<file path="src/rtl/ic_resp_pkg.sv">
// ic_resp_pkg: shared types, default sizes and allocator helper for the response tracker.
package ic_resp_pkg;
  localparam int IC_MSTR_NUM  = 4;
  localparam int IC_MSTR_BITS = 2;
  localparam int IC_ID_BITS   = 4;
  localparam int IC_ENTRIES   = 8;
  localparam int IC_OUTS_BITS = 3;
  typedef struct packed {
    logic                    valid;
    logic [IC_ID_BITS-1:0]   id;
    logic [IC_MSTR_BITS-1:0] mstr;
    logic [IC_OUTS_BITS-1:0] cnt;
  } ic_resp_entry_t;
  // Lowest set bit of a free vector (up to 32 slots); caller checks for any-free separately.
  function automatic int unsigned find_first_free(input logic [31:0] v);
    int unsigned r;
    r = 0;
    for (int k = 31; k >= 0; k--) if (v[k]) r = 32'(k);
    return r;
  endfunction
endpackage

</file>
<file path="src/rtl/ic_resp_entry.sv">
// ic_resp_entry: one tracker slot holding {id, mstr, outstanding count}.
module ic_resp_entry
  import ic_resp_pkg::*;
#(
  parameter int ID_BITS   = IC_ID_BITS,
  parameter int MSTR_BITS = IC_MSTR_BITS,
  parameter int OUTS_BITS = IC_OUTS_BITS
) (
  input  logic                 clk,
  input  logic                 reset,
  input  logic                 alloc,
  input  logic                 inc,
  input  logic                 dec,
  input  logic [ID_BITS-1:0]   new_id,
  input  logic [MSTR_BITS-1:0] new_mstr,
  input  logic [ID_BITS-1:0]   cmd_id,
  input  logic [ID_BITS-1:0]   rsp_id,
  output logic                 valid,
  output logic                 cmd_match,
  output logic                 rsp_match,
  output logic                 sat,
  output logic [MSTR_BITS-1:0] mstr
);
  logic [ID_BITS-1:0]   id;
  logic [OUTS_BITS-1:0] cnt;
  always_ff @(posedge clk) begin
    if (reset) begin
      valid <= 1'b0;
      id    <= '0;
      mstr  <= '0;
      cnt   <= '0;
    end else if (alloc) begin
      valid <= 1'b1;
      id    <= new_id;
      mstr  <= new_mstr;
      cnt   <= OUTS_BITS'(1);
    end else if (inc && !dec) begin
      cnt <= cnt + 1'b1;
    end else if (dec && !inc) begin
      cnt   <= cnt - 1'b1;
      valid <= cnt != OUTS_BITS'(1);
    end
  end
  assign cmd_match = valid && id == cmd_id;
  assign rsp_match = valid && id == rsp_id;
  assign sat       = &cnt;
endmodule

</file>
<file path="src/rtl/ic_resp_tracker.sv">
// ic_resp_tracker: per-slave CAM mapping response IDs back to issuing masters.
// Optional IC_DECERR_EN: decode-error commands load err_mstr and route missed responses there.
module ic_resp_tracker
  import ic_resp_pkg::*;
#(
  parameter int MSTR_NUM  = IC_MSTR_NUM,
  parameter int MSTR_BITS = IC_MSTR_BITS,
  parameter int ID_BITS   = IC_ID_BITS,
  parameter int ENTRIES   = IC_ENTRIES,
  parameter int OUTS_BITS = IC_OUTS_BITS
) (
  input  logic                 clk,
  input  logic                 reset,
  input  logic                 cmd_valid,
  output logic                 cmd_ready,
  input  logic [ID_BITS-1:0]   cmd_id,
  input  logic [MSTR_BITS-1:0] cmd_mstr,
  input  logic                 cmd_decerr,
  input  logic                 rsp_valid,
  input  logic                 rsp_ready,
  input  logic                 rsp_last,
  input  logic [ID_BITS-1:0]   rsp_id,
  output logic [MSTR_BITS-1:0] rsp_mstr,
  output logic                 rsp_hit,
  output logic                 busy
);
  logic [ENTRIES-1:0]   valid, cmd_match, rsp_match, sat, alloc, inc, dec;
  logic [MSTR_BITS-1:0] e_mstr [ENTRIES];
  logic [MSTR_BITS-1:0] hit_mstr, rsp_sel, fallback;
  logic                 cmd_hit, hit_sat, pop, pop_same, is_dec, push, track;
  int unsigned          first_free;
  logic                 unused_cfg;
  assign unused_cfg = ^{cmd_decerr, MSTR_NUM[0]};
  for (genvar i = 0; i < ENTRIES; i++) begin : g_entry
    ic_resp_entry #(.ID_BITS(ID_BITS), .MSTR_BITS(MSTR_BITS), .OUTS_BITS(OUTS_BITS)) u_entry (
      .clk(clk), .reset(reset), .alloc(alloc[i]), .inc(inc[i]), .dec(dec[i]),
      .new_id(cmd_id), .new_mstr(cmd_mstr), .cmd_id(cmd_id), .rsp_id(rsp_id),
      .valid(valid[i]), .cmd_match(cmd_match[i]), .rsp_match(rsp_match[i]),
      .sat(sat[i]), .mstr(e_mstr[i])
    );
    assign inc[i]   = track && cmd_match[i];
    assign alloc[i] = track && !cmd_hit && first_free == i;
    assign dec[i]   = pop && rsp_match[i];
  end
  // At most one entry matches a given ID, so OR-ing the masked fields is a one-hot mux.
  always_comb begin
    hit_mstr = '0;
    rsp_sel  = '0;
    hit_sat  = 1'b0;
    for (int k = 0; k < ENTRIES; k++) begin
      hit_mstr = hit_mstr | (cmd_match[k] ? e_mstr[k] : '0);
      rsp_sel  = rsp_sel | (rsp_match[k] ? e_mstr[k] : '0);
      hit_sat  = hit_sat | (cmd_match[k] & sat[k]);
    end
  end
`ifdef IC_DECERR_EN
  logic [MSTR_BITS-1:0] err_mstr;
  always_ff @(posedge clk) begin
    if (reset) err_mstr <= '0;
    else if (push && is_dec) err_mstr <= cmd_mstr;
  end
  assign is_dec   = cmd_decerr;
  assign fallback = err_mstr;
`else
  assign is_dec   = 1'b0;
  assign fallback = '0;
`endif
  assign first_free = find_first_free(32'(~valid));
  assign cmd_hit    = |cmd_match;
  assign rsp_hit    = |rsp_match;
  assign rsp_mstr   = rsp_hit ? rsp_sel : fallback;
  assign busy       = |valid;
  assign pop        = rsp_valid && rsp_ready && rsp_last && rsp_hit;
  assign pop_same   = pop && rsp_id == cmd_id;
  // A saturated entry may accept one more command only when it loses one in the same edge.
  assign cmd_ready  = is_dec || (cmd_hit ? hit_mstr == cmd_mstr && (!hit_sat || pop_same) : !(&valid));
  assign push       = cmd_valid && cmd_ready;
  assign track      = push && !is_dec;
endmodule
</file>
<file path="config.mk">
export PLATFORM = sky130hd
export DESIGN_NAME = ic_resp_tracker
export DESIGN_NICKNAME = d
export VERILOG_FILES = /design/src/rtl/ic_resp_pkg.sv /design/src/rtl/ic_resp_entry.sv /design/src/rtl/ic_resp_tracker.sv
export SDC_FILE = /design/constraint.sdc
export NUM_CORES = 1
export LEC_CHECK = 0
export BUFFER_PORTS_ARGS = -buffer_cell sky130_fd_sc_hd__buf_2
export CORE_MARGIN = 2
export CORE_UTILIZATION = 65
export DETAILED_ROUTE_END_ITERATION = 10
export HOLD_SLACK_MARGIN = 0.03
export PLACE_DENSITY = 0.83
export SYNTH_ARGS = -nofsm -noshare
export SYNTH_HDL_FRONTEND = slang
export SYNTH_HIERARCHICAL = 1
export SYNTH_SLANG_ARGS = --single-unit
</file>
<file path="constraint.sdc">
create_clock -name clk -period 7 [get_ports clk]
set_clock_uncertainty 0.15 [all_clocks]
set_input_delay 0 -clock clk [delete_from_list [all_inputs] [get_ports clk]]
set_output_delay 0 -clock clk [all_outputs]
set_load 0.01 [all_outputs]
</file>
Word-level counts from Yosys, hierarchy flattened
Cells that the tools add are included.

Input port bits: 17. Word-level logic and storage cells: 361. Register bits: 80.

Add/subtract/negate cells: 16. Equality and inequality tests: 41. Bitwise operators: 30. Muxes and demuxes: 98. Reduce and logical (&&, ||, !) cells: 136.

Operator list (count): 32-bit 2-to-1 mux (27); 32-bit by 3-bit == test with 1-bit output, second input constant (4); 4-bit == test (17); 32-bit by 2-bit == test with 1-bit output, second input constant (2); 1-bit logical AND (63); 3-bit 2-to-1 mux (16); 2-bit 2-to-1 mux (17); 1-bit 2-to-1 mux (33); 32-bit by 1-bit == test with 1-bit output, second input constant (1); 32-bit zero test (1); 8-bit NOT with 32-bit output (1); 2-bit nonzero test (16); 2-bit OR (14); 5-bit 2-to-1 mux (5); 3-bit by 1-bit adder with 3-bit output, second input constant (8); 3-bit by 1-bit inequality test with 1-bit output, second input constant (8); 3-bit AND reduction (8); 3-bit nonzero test (8); 8-bit OR reduction (3); 3-bit by 1-bit subtractor with 3-bit output, second input constant (8); 1-bit zero test (19); 2-bit by 1-bit inequality test with 1-bit output, second input constant (8); 2-bit AND reduction (8); 2-bit OR reduction (8); other kinds (5) (18).

Logic depth before layout (Yosys ltp)
Word-level depth: 37. Gate-level depth with buffers: 13. Mapped depth without buffers: 13.

Hierarchy
Netlist, hierarchy kept.

Modules (own cells, without submodules): ic_resp_entry (times used 8, cells each 62, seq. area each 200.2 um2, area an instance 579.3 um2); ic_resp_tracker (times used 1, cells each 85, seq. area each 0.0 um2, area an instance 578.1 um2).

Least setup slack after synthesis
Ideal clock, no wire load.

Path type: reg-to-reg. Start point: register g_entry[1].u_entry.id[2]. End point: register g_entry[7].u_entry.cnt[2]. Buffers on the path: 0. Data required time: 6.759 ns. Data arrival time: 2.969 ns. Setup slack: 3.790 ns. Library setup time: 0.091 ns. Stages on the path, launching flop included: 12. Cells stage by stage: dfxtp_1 xor2_1 nor4_1 nor4_2 a211oi_1 a41o_1 and4bb_4 and2_1 inv_1 ha_1 or4b_1 a311oi_1.

Elaborated cells between the ends (all ways): 42. Those cells by class: eq/ne (3); mux (3); bitwise (15); reduce/logical (21).

RTL lines: from (decl) (RTL line ic_resp_entry.sv:24) `logic [ID_BITS-1:0] id;`; from (signal assigned) (RTL line ic_resp_entry.sv:34) `id <= new_id;`; 4-bit == test * (RTL line ic_resp_entry.sv:45) `assign rsp_match = valid && id == rsp_id;`; 1-bit logical AND * (RTL line ic_resp_entry.sv:45); via rsp_match[1] (RTL line ic_resp_tracker.sv:27) `logic [ENTRIES-1:0] valid, cmd_match, rsp_match, sat, alloc, inc, dec;`; 8-bit OR reduction * (RTL line ic_resp_tracker.sv:70) `assign rsp_hit = |rsp_match;`; 1-bit logical AND * (RTL line ic_resp_tracker.sv:73) `assign pop = rsp_valid && rsp_ready && rsp_last && rsp_hit;`; 1-bit logical AND * (RTL line ic_resp_tracker.sv:74) `assign pop_same = pop && rsp_id == cmd_id;`; 1-bit logical OR * (RTL line ic_resp_tracker.sv:76) `assign cmd_ready = is_dec || (cmd_hit ? hit_mstr == cmd_mstr && (!hit_sat || pop_same) : !(&valid));`; 1-bit logical AND * (RTL line ic_resp_tracker.sv:76); 1-bit 2-to-1 mux * (RTL line ic_resp_tracker.sv:76); 1-bit logical AND * (RTL line ic_resp_tracker.sv:77) `assign push = cmd_valid && cmd_ready;`; 1-bit logical AND * (RTL line ic_resp_tracker.sv:41) `assign inc[i] = track && cmd_match[i];`; via inc[7] (RTL line ic_resp_tracker.sv:27); 1-bit zero test (RTL line ic_resp_entry.sv:39) `end else if (dec && !inc) begin`; 1-bit logical AND (RTL line ic_resp_entry.sv:39); 2-bit nonzero test (no source line); to (signal assigned) (RTL line ic_resp_entry.sv:38) `cnt <= cnt + 1'b1;`; to (signal assigned) (RTL line ic_resp_entry.sv:40) `cnt <= cnt - 1'b1;`; to (decl) (RTL line ic_resp_entry.sv:25) `logic [OUTS_BITS-1:0] cnt;`.

The timed path passes the listed nets; every way through them passes the cells marked *. A chain may end at the register's enable or synchronous reset.

Worst setup path in the final report
Start point: input port cmd_id[2]. End point: register g_entry[3].u_entry.cnt[2].

Elaborated cells between the ends (all ways): 65. Those cells by class: eq/ne (10); mux (10); bitwise (22); reduce/logical (23).

RTL lines: from (decl) (RTL line ic_resp_tracker.sv:16) `input logic [ID_BITS-1:0] cmd_id,`; 4-bit == test * (RTL line ic_resp_entry.sv:44) `assign cmd_match = valid && id == cmd_id;`; 1-bit logical AND * (RTL line ic_resp_entry.sv:44); via cmd_match[5] (RTL line ic_resp_tracker.sv:27); 1-bit AND (RTL line ic_resp_tracker.sv:53) `hit_sat = hit_sat | (cmd_match[k] & sat[k]);`; 1-bit OR (3 in series) (RTL line ic_resp_tracker.sv:53); 1-bit zero test (RTL line ic_resp_tracker.sv:76); 1-bit logical OR (RTL line ic_resp_tracker.sv:76); 1-bit logical AND (RTL line ic_resp_tracker.sv:76); 1-bit 2-to-1 mux * (RTL line ic_resp_tracker.sv:76); 1-bit logical AND * (RTL line ic_resp_tracker.sv:77); 1-bit logical AND * (RTL line ic_resp_tracker.sv:41); via inc[3] (RTL line ic_resp_tracker.sv:27); 1-bit zero test (RTL line ic_resp_entry.sv:39); 1-bit logical AND (RTL line ic_resp_entry.sv:39); 2-bit nonzero test (no source line); to (signal assigned) (RTL line ic_resp_entry.sv:38); to (signal assigned) (RTL line ic_resp_entry.sv:40); to (decl) (RTL line ic_resp_entry.sv:25).

Marked as above.

==> impl_results.md <==
- Kind of critical path: primary input to flop
- Mapped cell area: 5212 um^2
- Top cell type's share of synthesized area: 30.72%
- Clock transition at the registers of the reported paths: 0.09 ns
- Cell mode on critical path: xor2_1
- Yosys warnings: 6
- Std-Cell Rows: 32
- RSZ-0062 raised after global routing: false
- Clock Sinks: 80
- Routed len/inst: 17.15 um
- Tcrit/Tclk final: 60.72%
- CTS buffer count: 9
- Buf/Inv on CP: 3
- Yosys reg bits: 80
- Clock Latency Late Sink: 0.36 ns
- I/O Buffers: 20
- Crit end category: flop
- First-pass GRT wire length: 19.96 mm
- Syn nets: 646
- Seq/Total Area, Yosys: 30.72%
- Worst-case headroom to the max-slew limit: 27.80%
- Max_cap viols: 0
- CTS tree: yes
- Required time of the critical path: 7.12 ns
- Die area: 8752 um^2
- Hold Path Cell Cnt: 3
- Die extent in y: 93.55 um
- Vias in the first global route: 4207
- Total routed wirelength: 12.26 mm
- Critical path arrival: 4.37 ns
- IO Pins: 22
- FF-to-FF path depth: 11
- Netlist cell types: 36
- Core outline area: 7767 um^2
- Layout area overhead: 9.073%
- Worst-path cell chain: dlygate4sd3_1 > buf_2 > xor2_1 > nor4_1 > a22oi_1 > nand4_1 > xor2_1 > and4bb_4 > and2_1 > inv_1 > ha_1 > or4b_1 > a311oi_1
- Highest-delay cell along the critical path: nor4_1
- Maximum vdd drop: 0.1195 mV
- Hold Crit Class: primary input to flop
- Worst-margin pin slew: 1.073 ns
- Finished Cell Area: 5685 um^2
- Final Net Count: 673
- Power Density: 159.7 nW/um^2
- Leakage: 2.249 nW
- Syn Inst Count: 581
- Global-route usage over all layers: 29.21%
- Dpl cell area: 5419 um^2
- Drt via density: 6.010
- Root buffer cell: clkbuf_8
- Final hold violation count: 0
- Gpl congestion: 0.9318
- Hpwl dp: 8.485 mm
- Die X: 93.55 um
- Crit path max-delay family: simple AND/OR/NAND/NOR gates
- Post-route core utilization: 73.20%
- Share of post-route cells with drive strength above 1: 7.993%
- Ant. Diodes: 0
- Setup TNS: 0 ns
- TritonRoute pass-1 iters: 6
- Area contributors post-synth: dfxtp_1 (31%), ha_1 (12%), mux2i_1 (11%), xor2_1 (8.7%), xnor2_1 (5.7%)
- Initial Util: 67.11%
- Remaining global-route overflow: 0
- DR iter-0 viols: 350
- Status: completed
- ANT nets after route: 0
- Initial antenna violation count: 0
- Critical Path Source Type: primary input
- Largest net degree at the start of global routing: 81
- Slowest stage delay, CP: 0.94 ns
- FMAX: 235.3 MHz
- CP Max Fanout: 17
- Syn Area/Cell: 8.972 um^2
- Total number of vias: 4297
- Tmin final: 4.250 ns
- # setup viols final: 0
- WP depth: 13
- Cell taking the most area after synthesis: dfxtp_1
- Residual DRC: 0
- Clk buf depth: 2
- Postcts setup bufs: 0
- Max Transition Viols Final: 0
- H-Tree Level Count: 3
==> layout by cell type, fill, tap and decap left out, types with 2 or more instances in the layout <==
| cell type | synthesis | final |
|---|---|---|
| a22oi_1 | 20 | 20 |
| nand4bb_1 | 8 | 8 |
| xor2_1 | 52 | 52 |
| nand3b_1 | 8 | 8 |
| nor3_1 | 11 | 11 |
| dfxtp_1 | 80 | 80 |
| and2_1 | 16 | 16 |
| a21oi_1 | 16 | 16 |
| nor4_2 | 2 | 2 |
| xnor2_1 | 34 | 34 |
| clkinv_4 | 0 | 3 |
| ha_1 | 48 | 48 |
| buf_2 | 8 | 20 |
| clkbuf_8 | 0 | 10 |
| nor2_1 | 67 | 67 |
| o21ai_0 | 17 | 17 |
| mux2i_1 | 56 | 56 |
| inv_1 | 41 | 41 |
| nor2b_1 | 9 | 9 |
| or4b_1 | 8 | 8 |
| a311oi_1 | 8 | 8 |
| dlygate4sd3_1 | 0 | 6 |
| nor4_1 | 21 | 21 |
| buf_4 | 0 | 7 |
| nand2_1 | 23 | 23 |
| nand3_1 | 4 | 4 |
| nand4_1 | 4 | 4 |
==> state kept, by name, indices dropped and copies added (netlist names) <==
register	cells
g_entry.u_entry/id	32
g_entry.u_entry/valid	8
g_entry.u_entry/cnt	24
g_entry.u_entry/mstr	16
==> worst register-to-register path: stages (launching register included) <==
cell,delay (ns)
dfxtp_1,0.35
xor2_1,0.19
nor4_1,0.94
a22oi_1,0.24
nand4_1,0.15
xor2_1,0.09
and4bb_4,0.47
and2_1,0.18
inv_1,0.05
ha_1,0.34
or4b_1,0.55
a311oi_1,0.23
==> logic make-up (layout without fill, tap and decap cells) <==
family          count (synthesis)  in the layout  share of synthesized area [%]
compound gates                 65             65                          8.041
xor+xnor                       86             86                          14.45
fa+ha+maj                      48             48                          11.52
buf+inv                        58             90                          4.369
flops                          80             80                          30.72
mux                            56             56                          10.75
simple gates                  188            188                          20.14
==> per-stage QoR <==
stage / setup WS (ns) / hold slack (ns) / cells / power (mW)
finish: 2.750 / 0.1689 / 715 / 0.9079
global route: 2.542 / 0.2069 / 715 / 0.9373
CTS: 2.800 / 0.1492 / 715 / 0.9101
detailed placement: 2.984 / 0.2755 / 693 / 0.5586
global placement: 3.225 / 0.2724 / 693 / 0.5555
floorplan: 3.790 / -0.002771 / 581 / 0.5259
==> layout make-up <==
type | instances | area, um^2
well taps | 102 | 127.6
fillers | 594 | 2082
multi-input cells | 443 | 3383
clock buffers | 10 | 137.6
flip-flops and latches | 80 | 1602
clock inverters | 6 | 68.82
inverters | 41 | 153.9
repair buffers | 33 | 212.7
==> routing by layer <==
layer	GRT usage [%]	part of all wire, %
met3	5.157	6.8
met1	37.27	44
met5	0	0
met2	50.30	47
met4	9.058	2.2
==> final timing paths <==
kind                              startpoint                         end  slack (ns)
hold / removal                         reset  g_entry[7].u_entry/mstr[1]        0.17
hold reg to reg   g_entry[4].u_entry/mstr[0]  g_entry[4].u_entry/mstr[0]        0.39
setup / recovery                   cmd_id[2]   g_entry[3].u_entry/cnt[2]        2.75
setup reg to reg    g_entry[5].u_entry/id[2]   g_entry[3].u_entry/cnt[2]        2.98
==> Yosys cell counts <==
cell       instances
o21ai_0           17
a311oi_1           8
and2_1            16
a211oi_1           1
nor3b_1            1
and2_2             1
nor2b_1            9
a21oi_1           16
a21boi_0           1
nor2_1            67
nor3_1            11
and4_1             1
ha_1              48
nand3_1            4
buf_2              8
clkbuf_1           1
nor4_2             2
and4bb_4           1
buf_1              8
a41o_1             1
or4b_1             8
nor3b_2            1
a22oi_1           20
xor2_1            52
nand4_1            4
dfxtp_1           80
mux2i_1           56
nand4bb_1          8
o32ai_1            1
and3_1             1
inv_1             41
nor4_1            21
nand3_2            1
nand3b_1           8
nand2_1           23
xnor2_1           34
==> report_power, final <==
part / internal (mW) / total, mW / switching [mW]
logic: 0.0316 / 0.0838 / 0.0521
registers: 0.461 / 0.469 / 0.00819
clock network: 0.176 / 0.355 / 0.179
==> timing repair <==
item / in CTS / in global routing
resized for setup: 0 / 0
endpoints found under the hold margin: 29 / 0
setup endpoints to repair: 0 / 0
hold buffers: 6 / 0
(Power assumes the default switching activity.)
